## src/rtl/jt6295_cmd_seq.sv

```systemverilog
// MSM6295 command sequencer: decodes CPU play/stop bytes, fetches the phrase
// header from ROM and launches idle channels in step with the engine's slot rotation.
module jt6295_cmd_seq (
  input  logic        clk,
  input  logic        rst,
  input  logic        cen,
  input  logic        wrn,
  input  logic [7:0]  din,
  input  logic [3:0]  busy,
  output logic [17:0] start_addr,
  output logic [17:0] stop_addr,
  output logic [3:0]  att,
  output logic [3:0]  start,
  output logic [3:0]  stop,
  output logic        rom_cs,
  output logic [9:0]  rom_addr,
  input  logic [7:0]  rom_data,
  input  logic        rom_ok,
  output logic        cmd_busy
);

  typedef enum logic [1:0] {IDLE, ARMED, FETCH, LAUNCH} state_t;

  state_t     state;
  logic       wrn_l;
  logic       wr_ev;
  logic       addr_wait;
  logic [6:0] phrase;
  logic [3:0] mask;
  logic [3:0] mask_in;
  logic [3:0] slot;
  logic [2:0] k;

  assign wr_ev   = wrn_l & ~wrn;
  assign mask_in = din[7:4] & ~busy;

  // The engine samples start on the clk cycles between its enables.
  assign start = (state == LAUNCH && !cen) ? (mask & slot) : 4'd0;

  always_ff @(posedge clk or posedge rst) begin
    if (rst) begin
      state      <= IDLE;
      wrn_l      <= 1'b1;
      addr_wait  <= 1'b0;
      phrase     <= 7'd0;
      mask       <= 4'd0;
      slot       <= 4'b0001;
      k          <= 3'd0;
      start_addr <= 18'd0;
      stop_addr  <= 18'd0;
      att        <= 4'd0;
      stop       <= 4'd0;
      rom_cs     <= 1'b0;
      rom_addr   <= 10'd0;
      cmd_busy   <= 1'b0;
    end else begin
      wrn_l <= wrn;
      if (cen) begin
        slot <= {slot[2:0], slot[3]};
        stop <= 4'd0;
      end
      case (state)
        IDLE: begin
          if (wr_ev) begin
            if (din[7]) begin
              phrase <= din[6:0];
              state  <= ARMED;
            end else begin
              stop <= din[6:3];
            end
          end
        end
        ARMED: begin
          if (wr_ev) begin
            att  <= din[3:0];
            mask <= mask_in;
            if (phrase == 7'd0 || mask_in == 4'd0) begin
              state <= IDLE;
            end else begin
              state     <= FETCH;
              cmd_busy  <= 1'b1;
              rom_cs    <= 1'b1;
              rom_addr  <= {phrase, 3'b000};
              k         <= 3'd0;
              addr_wait <= 1'b1;
            end
          end
        end
        FETCH: begin
          // rom_ok in the first cycle of a new address still belongs to the old one.
          if (addr_wait) begin
            addr_wait <= 1'b0;
          end else if (rom_ok) begin
            case (k)
              3'd0:    start_addr[17:16] <= rom_data[1:0];
              3'd1:    start_addr[15:8]  <= rom_data;
              3'd2:    start_addr[7:0]   <= rom_data;
              3'd3:    stop_addr[17:16]  <= rom_data[1:0];
              3'd4:    stop_addr[15:8]   <= rom_data;
              default: stop_addr[7:0]    <= rom_data;
            endcase
            if (k == 3'd5) begin
              rom_cs <= 1'b0;
              state  <= LAUNCH;
            end else begin
              k         <= k + 3'd1;
              rom_addr  <= rom_addr + 10'd1;
              addr_wait <= 1'b1;
            end
          end
        end
        LAUNCH: begin
          if (cen && (mask & slot) != 4'd0) begin
            mask <= mask & ~slot;
            if ((mask & ~slot) == 4'd0) begin
              state    <= IDLE;
              cmd_busy <= 1'b0;
            end
          end
        end
        default: state <= IDLE;
      endcase
    end
  end

endmodule

```

## config.mk

```make
export PLATFORM = sky130hd
export DESIGN_NAME = jt6295_cmd_seq
export DESIGN_NICKNAME = d
export VERILOG_FILES = /design/src/rtl/jt6295_cmd_seq.sv
export SDC_FILE = /design/constraint.sdc
export NUM_CORES = 1
export LEC_CHECK = 0
export ABC_AREA = 1
export CAP_MARGIN = 25
export CORE_MARGIN = 2
export CORE_UTILIZATION = 45
export CTS_CLUSTER_SIZE = 28
export DETAILED_ROUTE_END_ITERATION = 10
export PLACE_DENSITY = 0.76
export SYNTH_ARGS = -nofsm -noshare
export SYNTH_HDL_FRONTEND = slang
export SYNTH_SLANG_ARGS = --single-unit
```

## constraint.sdc

```tcl
create_clock -name clk -period 2.3 [get_ports clk]
set_input_delay 0.345 -clock clk [delete_from_list [all_inputs] [get_ports clk]]
set_output_delay 0.345 -clock clk [all_outputs]
set_load 0.05 [all_outputs]
```

==> results.cfg, run 1 <==
[drt]
met1_length_um = 3830
dr_wl_met2_um = 4260
routed.top_layer = met4
drt_first_pass_iters = 4
num_vias = 3205
wl_per_cell_um = 13.4
wirelength_um = 8680
initialDrtViolationCount = 198
wl_met3_um = 412
ant_nets = 0
drc_errors = 0
via_per_inst = 4.96

[timing]
period_minus_slack_ns = 1.98
finalSetupTns_ns = 0
setup_viol_count_final = 0
worst_pin_slew_ns = 0.540
skew_ns = 0.0151
finalHoldViolations = 0
worst_slack_ns = 0.322
fin_crit_sh_pct = 86.0
max-slew-margin-rel_pct = 63.9
rsz0062_at_grt = false
fmax_mhz = 506
drv_slew = 0

[global_route]
grt_start_max_net_pins = 32
track_usage_pct = 21.0
antenna_found_initial = 0
grt_pass1_wl_um = 14600
grt_pass1_vias = 3107
overflow = 0

[logic_synthesis]
synth_area_leaders = dfrtp_1 (52%), nand2_1 (14%), o21ai_1 (6.2%)
syn_avg_cell_area_um2 = 8.29
synthTopCellsByCount = nand2_1 (140), dfrtp_1 (76), inv_1 (56), o21ai_1 (46), o21ai_0 (31)
synthMostInstantiatedCell = nand2_1
synth-compound-area-share_pct = 11.7
synth-simple-area-share_pct = 24.7
synth_edf_count = 0
synth.largest_area_cell = dfrtp_1
synthDominantCellAreaShare_pct = 51.6
ys.warnings.count = 0
synth.distinct_cells = 30
synth_xor_xnor_area_share_pct = 0.475
ys_seq_area_share_pct = 53.0
synthMuxAreaShare_pct = 0
synthArstFlopShare_pct = 100
syn_inst = 445
synth_seq_cells = 78
synth_nets = 476
synth_fa_ha_area_share_pct = 2.04
synth_top_family_by_area = simple AND/OR/NAND/NOR gates
synth_area_um2 = 3690
synth_ff_type = dfrtp_1

[critical_path]
max_stage_delay_ns = 0.84
cp_slowest_cell = clkdlybuf4s50_1
cp_top_family = buffers and inverters
startpoint_type = register
crit_chain = clkdlybuf4s50_1
crit_arrival_ns = 1.63
path_class = reg2out
crit_buf_inv = 1
crit_path_end_kind = output pin
critical_path.max_fanout = 7
worst-endpoint-required_ns = 1.96

[power]
powerDensity_nw_per_um2 = 1330
p_leak_nw = 2.35
ir_drop_v = 0.000668

[clocking]
post_cts_buffers = 0
htree_num_levels = 3
clkTransAtPathRegs_ns = 0.10
cts_sinks = 78
cts_tree = done
clock_latency_ns = 0.35
cts_resized = 0
numCtsBuffers = 9
clockBufferDepth = 2
hold_buffers = 0
root_buffer = clkbuf_8

[finish]
fillCellCount = 685
diodes = 0
drive_above_1_share_pct = 9.06
final_nets = 567
syn2layout_area_growth_pct = 33.4
postLayoutCoreUtil_pct = 60.8

[hold_path]
hp-class = in2async

[place]
numPortBuffers = 84
hpwl_um = 6700
finalWeightedCongestion = 0.954
dp_slack_ns = 0.341

[floorplanning]
die_y_um = 94.5
initial_core_util_pct = 45.6
ios = 85
die-area_um2 = 8930
row_count = 33
die_x_um = 94.5
core_um2 = 8090

[status]
run_status = finished clean

[flow_run]
drv_cap = 0
## cell families (layout without fill, tap and decap cells)
family | Yosys count | after routing
AND/OR/NAND/NOR | 204 | 204
AO/OA/AOI/OAI | 83 | 83
flip-flops | 78 | 78
buffers and inverters | 72 | 168
adder cells (fa/ha/maj) | 6 | 6
XOR/XNOR | 2 | 2
## path summary, 6_finish.rpt
| path | start | end | slack [ns] | cells past startpoint |
|---|---|---|---|---|
| worst max-delay path | rom_addr[2] | rom_addr[2] | 0.32 | 1 |
| worst min-delay path | rst | stop_addr[2] | 0.39 | 2 |
| min in group clk | wrn | wrn_l | 0.44 | 1 |
| worst max register to register | register | rom_addr[6] | 0.45 | 8 |
| max in group asynchronous | rst | wrn_l | 1.33 | 3 |
| worst min register to register | addr_wait | addr_wait | 0.49 | 2 |
## cells in the final DEF, fill, tap and decap left out, types with 2 or more instances in the layout
| master | count |
|---|---|
| clkbuf_8 | 9 |
| inv_1 | 55 |
| nor2_1 | 19 |
| o21bai_1 | 2 |
| buf_12 | 6 |
| nand2_1 | 140 |
| nand3_1 | 25 |
| clkdlybuf4s50_1 | 80 |
| nand3_4 | 3 |
| nand4_1 | 5 |
| inv_2 | 7 |
| inv_8 | 3 |
| dfrtp_1 | 76 |
| buf_4 | 3 |
| nand2_2 | 2 |
| clkinvlp_4 | 3 |
| ha_1 | 6 |
| nand3b_1 | 2 |
| o21ai_1 | 46 |
| dfstp_2 | 2 |
| or2_2 | 3 |
| o21ai_0 | 31 |
## state kept, by name, indices dropped and copies added (netlist names), 3 cells and up, named ones only
signal / flops
start_addr: 18
stop_addr: 18
rom_addr: 10
phrase: 7
att: 4
mask: 4
slot: 4
stop: 4
k: 3
## power breakdown
part	total [mW]	switching, mW	leakage [nW]	internal [mW]
logic	3.27	2.21	1.25	1.06
registers	2.20	0.368	1.00	1.83
clock network	1.08	0.550	0.102	0.527
total	6.55	3.13	2.35	3.42
## routing by layer
layer  global-route usage [%]  vias up
met1                     27.0     1495
met4                     7.13        0
met3                     4.31       14
li1                         -     1597
met5                        0        -
met2                     35.7       99
## metrics by stage
stage	hold WS, ns	power [mW]	area [um2]	cells
after floorplan	0.349	4.48	3690	445
after global placement	0.457	5.39	4710	630
after detailed placement	0.468	5.50	4710	630
after CTS	0.398	6.59	4920	646
after global routing	0.397	7.00	4920	646
final	0.385	6.55	4920	646
## cell type report
| class | count | area (um2) | area share [%] |
|---|---|---|---|
| flip-flops and latches | 78 | 1950 | 39.7 |
| multi-input cells | 295 | 1440 | 29.2 |
| repair buffers | 89 | 943 | 19.2 |
| inverters | 63 | 240 | 4.89 |
| well taps | 105 | 131 | 2.67 |
| clock buffers | 9 | 124 | 2.52 |
| clock inverters | 7 | 87.6 | 1.78 |
Power figures use the tool's default switching activity.
==> run 2, diff against run 1 <==
--- a/config.mk
+++ b/config.mk
@@ -15,3 +15,4 @@
 export SYNTH_ARGS = -nofsm -noshare
 export SYNTH_HDL_FRONTEND = slang
 export SYNTH_SLANG_ARGS = --single-unit
+export TNS_END_PERCENT = 30
==> results of run 2 <==
Same layout as run 1: the final DEF is identical, and so are final timing and power.
==> RTL edit 1: new RTL, config.mk and constraints of run 2 <==
Encoding of `state_t`: now Gray code (2 bits for 4 states).
--- a/src/rtl/jt6295_cmd_seq.sv
+++ b/src/rtl/jt6295_cmd_seq.sv
@@ -19,7 +19,7 @@
   output logic        cmd_busy
 );
 
-  typedef enum logic [1:0] {IDLE, ARMED, FETCH, LAUNCH} state_t;
+  typedef enum logic [1:0] {IDLE = 2'b00, ARMED = 2'b01, FETCH = 2'b11, LAUNCH = 2'b10} state_t;
 
   state_t     state;
   logic       wrn_l;
Function: no difference found for any inputs over 10 cycles, from zero or initial values and one cycle with rst high; not proved beyond that.
==> RTL edit 1 against run 2 <==
  * Routed wire length decreased by 8.5%
  * Count of clock-buffer cells in the layout stayed put
  * Synthesized cell count increased by 0.67%
  * Setup slack worse by 0.060 ns
  * Combinational power down 12%
  * Cell count is the same
  * Area after synthesis is 1.8% higher
  * Highest routed layer unchanged
  * Hold slack improved by 0.052 ns
  * First-iteration DRC count shrank 15%
  * Final area up 0.48%
  * Die area up 1.7%
  * Power is 6.6% lower
  * Register-to-register slack improved by 0.08 ns
  * Largest power group unchanged
  * Sequential cell count stayed put
==> RTL edit 1: results (changes against run 2) <==
| Metric | Value |
|---|---|
| Status | finished clean |
| Post-DP HPWL | 5910 um (-12%) |
| Mean routed wirelength per cell | 12.3 um (-8.5%) |
| CTS root buf | clkbuf_8 |
| Post-CTS Resized | 0 (unchanged) |
| Post-synth cell types | 30 (unchanged) |
| Vias per inst | 4.84 (-2.5%) |
| Clock skew | 0.0101 ns (-0.00500 ns) |
| Reg2reg start | k[0] |
| Ys async rst share | 1.00 (unchanged) |
| Yosys Warn Count | 0 (unchanged) |
| First-pass GRT wire length | 13800 um (-5.7%) |
| Pre-CTS WS | 0.266 ns (-0.0749 ns) |
| CP startpoint | state[0] |
| Fillcell total | 694 (+1.3%) |
| Vias in the first global route | 3040 (-2.2%) |
| DRT iter0 DRCs | 169 (-15%) |
| Slew @ Worst Pin | 0.536 ns (-0.00337 ns) |
| Drt first pass iters | 4 (unchanged) |
| Worst vdd ir | 0.000444 V (-33%) |
| PortBufs | 84 (unchanged) |
| Clk_lat worst skew | 0.36 ns |
| Placement Rows | 33 (unchanged) |
| Area contributors post-synth | dfrtp_1, nand2_1, o21ai_0 |
| Post-CTS Setup Bufs | 0 (unchanged) |
| RePlAce Congestion | 0.843 (-12%) |
| GRT Total Usage | 0.194 (-0.0165) |
| Arr. time, crit path | 1.69 ns (+0.06 ns) |
| Prevailing post-synth register cell | dfrtp_1 |
| Final layout net count | 567 (unchanged) |
| H-tree depth | 3 (unchanged) |
| Worst min-delay path class | in2async |
| Crit-path max FO | 8 (+1) |
| Total CTS buffers | 9 (unchanged) |
| Setup Viol. Count Final | 0 (unchanged) |
| Most frequent cells after synthesis | nand2_1, dfrtp_1, inv_1 |
| CTS Buffer Depth | 2 (unchanged) |
| Pin count of the biggest net entering global routing | 79 (+150%) |
| Seq/Total Area, Yosys | 0.521 (-0.00936) |
| Antenna violations before repair | 0 (unchanged) |
| Clock Pin Slew Worst Setup and Hold Paths | 0.09 ns |
| P_leak | 2.39 nW (+1.6%) |
| Share of cells above drive strength 1 | 0.120 (+0.0296) |
| Syn Nets | 479 (+0.63%) |
| Total congestion overflow | 0 (unchanged) |
| Ant. Diodes | 0 (unchanged) |
| Top flop regs | start_addr: 18 flops, stop_addr: 18 flops, rom_addr: 10 flops |
RTL edit 1: path summary, 6_finish.rpt:
kind	endpoint	slack [ns]	depth (start not counted)
worst max-delay path	start[0]	0.26	4
worst min register to register	stop_addr[11]	0.49	2
worst min-delay path	start_addr[1]	0.44	3
max in group asynchronous	wrn_l	1.48	3
worst max register to register	stop_addr[0]	0.53	6
min in group clk	wrn_l	0.44	1
RTL edit 1: cell type report:
| cell class | instances | area [sq um] | area share |
|---|---|---|---|
| clock inverter | 7 | 86.3 | 0.0175 |
| inverter | 53 | 204 | 0.0413 |
| timing repair buffer | 85 | 901 | 0.182 |
| tap | 105 | 131 | 0.0266 |
| multi-input combinational | 309 | 1540 | 0.312 |
| clock buffer | 9 | 124 | 0.0251 |
| sequential | 78 | 1950 | 0.396 |
RTL edit 1: logic make-up after synthesis:
family          after synthesis  share of synthesized area
xor+xnor                      2                    0.00467
buf+inv                      61                     0.0690
compound gates               83                      0.132
simple gates                218                      0.254
flops                        78                      0.521
fa+ha+maj                     6                     0.0200
RTL edit 1: metrics by stage:
stage	area, sq um	instances
3_5_place_dp	4730	630
4_1_cts	4940	646
2_1_floorplan	3760	448
6_report	4940	646
5_1_grt	4940	646
3_3_place_gp	4730	630
RTL edit 1: routing by layer:
layer  GRT usage  vias to the layer above  routed length [um]
met1       0.259                     1443                3680
li1            -                     1598                   -
met2       0.316                       72                3780
met5           0                        -                   0
met4      0.0749                        0                 136
met3      0.0324                       11                 348
RTL edit 1: critical path, stage by stage, from the launching register on:
cell,delay [ns]
dfrtp_1,0.50
nor2_4,0.24
nand2_1,0.19
nor2_1,0.24
buf_12,0.17
RTL edit 1: power by group:
group / switching, mW / total [mW] / leakage [nW] / internal (mW)
logic: 1.93 / 2.89 / 1.24 / 0.959
registers: 0.343 / 2.14 / 1.04 / 1.79
clock network: 0.558 / 1.09 / 0.105 / 0.528
==> RTL edit 2: new RTL, config.mk and constraints of run 2 <==
Without the edit above. Make the reset (`rst`) synchronous in one clocked block.
--- a/src/rtl/jt6295_cmd_seq.sv
+++ b/src/rtl/jt6295_cmd_seq.sv
@@ -37,7 +37,7 @@
   // The engine samples start on the clk cycles between its enables.
   assign start = (state == LAUNCH && !cen) ? (mask & slot) : 4'd0;
 
-  always_ff @(posedge clk or posedge rst) begin
+  always_ff @(posedge clk) begin
     if (rst) begin
       state      <= IDLE;
       wrn_l      <= 1'b1;
Function: differs if rst is asserted again (counterexample within 4 cycles, from zero or initial values and one cycle with rst high); with rst held inactive, the same outputs for 10 cycles.
==> RTL edit 2 against run 2 <==
  * Routed wire length decreased by 0.14%
  * Setup slack got worse by 0.071 ns
  * Non-clock buffer count increased by 1
  * Clock skew decreased by 0.0069 ns
  * Final area decreased by 5.1%
  * Die area decreased by 6.3%
  * Sequential cell count unchanged
  * Area after synthesis decreased by 6.6%
  * Highest routed layer unchanged
Power is not compared: it rests on default switching activity, and its combinational part moved more than twofold at a synthesized area within 25%.
==> RTL edit 2: results (changes against run 2) <==
| Metric | Value |
|---|---|
| Arr. time, crit path | 1.70 ns (+0.07 ns) |
| Slew @ Worst Pin | 0.547 ns (+0.00732 ns) |
| Share of cells above drive strength 1 | 0.0663 (-0.0242) |
| Worst min-delay path class | reg2reg |
| Top flop regs | start_addr: 18 flops, stop_addr: 18 flops, rom_addr: 10 flops |
| Hold_ws | 0.450 ns (+0.0642 ns) |
| DRT iter0 DRCs | 165 (-17%) |
| Worst path top cell family by delay | simple AND/OR/NAND/NOR gates |
| Status | finished clean |
| Final layout net count | 614 (+8.3%) |
| Ys async rst share | 0 (-1.00) |
| RR Endpoint | stop_addr[1] |
| Post-DP HPWL | 6290 um (-6.1%) |
| Pin count of the biggest net entering global routing | 43 (+34%) |
| Clock Pin Slew Worst Setup and Hold Paths | 0.08 ns (-0.02 ns) |
| Clock skew | 0.00827 ns (-0.00686 ns) |
| Largest stage delay on the critical path | 0.47 ns (-0.37 ns) |
| Prevailing post-synth register cell | dfxtp_1 |
| Crit-path max FO | 6 (-1) |
| Seq/Total Area, Yosys | 0.453 (-0.0767) |
| Hold Buf Count CTS | 0 (unchanged) |
| First-pass GRT wire length | 14700 um (+0.47%) |
| RePlAce Congestion | 0.870 (-8.8%) |
| Cells on worst reg2reg path | 9 (+1) |
| GRT Total Usage | 0.216 (+0.00508) |
| Syn Nets | 528 (+11%) |
| Vias in the first global route | 3262 (+5.0%) |
| Post-synth cell types | 27 (-10%) |
| Worst-path cell with the longest stage delay | dfxtp_1 |
RTL edit 2: cell families after synthesis:
kind of cell / after synthesis / synth area share
DFF: 78 / 0.453
buffers and inverters: 71 / 0.0828
AOI/OAI and AO/OA: 116 / 0.173
xor gates and xnor gates: 1 / 0.00254
and+or+nand+nor: 225 / 0.267
adders and majority gates: 6 / 0.0218
RTL edit 2: power by group:
part	internal [mW]	switching [mW]
sequential	1.55	0.191
clock	0.749	0.509
combinational	0.508	1.02
RTL edit 2: worst max-delay path by stage:
stage	startpoint	to	slack [ns]	depth (start not counted)
after CTS	state[0]	start[3]	0.25	5
final	state[0]	start[3]	0.25	5
after floorplan	state[0]	start[0]	0.49	4
after global placement	din[7]	rom_addr[1]	0.24	12
after detailed placement	wrn	rom_addr[1]	0.20	11
after global routing	state[0]	start[3]	0.13	5
RTL edit 2: layout make-up:
type                       count  area (sq um)  share of cell area
tap                           99           124              0.0265
sequential                    78          1560               0.335
clock buffer                  10           138              0.0295
timing repair buffer          90           926               0.198
inverter                      56           210              0.0451
clock inverter                 6           109              0.0233
multi-input combinational    348          1600               0.342
RTL edit 2: routing by layer:
metal	track usage	wire length, um	vias to the layer above
li1	-	-	1767
met1	0.276	4070	1509
met2	0.349	3820	136
met3	0.0398	572	16
met4	0.101	201	0
met5	0	0	-
RTL edit 2: tightest hold or removal path: cells and delay by family, from the launching register on:
kind | cells | cell delay [ns]
compound gates | 1 | 0.05
buf+inv | 1 | 0.05
flops | 1 | 0.31
RTL edit 2: metrics by stage:
step	utilization	power, mW	cell area, sq um	instances	worst slack (ns)
after global placement	0.603	3.25	4420	671	0.236
after global routing	0.636	4.81	4670	687	0.133
after CTS	0.636	4.53	4670	687	0.252
after floorplan	-	2.86	3440	497	0.492
final	0.636	4.52	4670	687	0.251
after detailed placement	0.603	3.28	4420	671	0.204
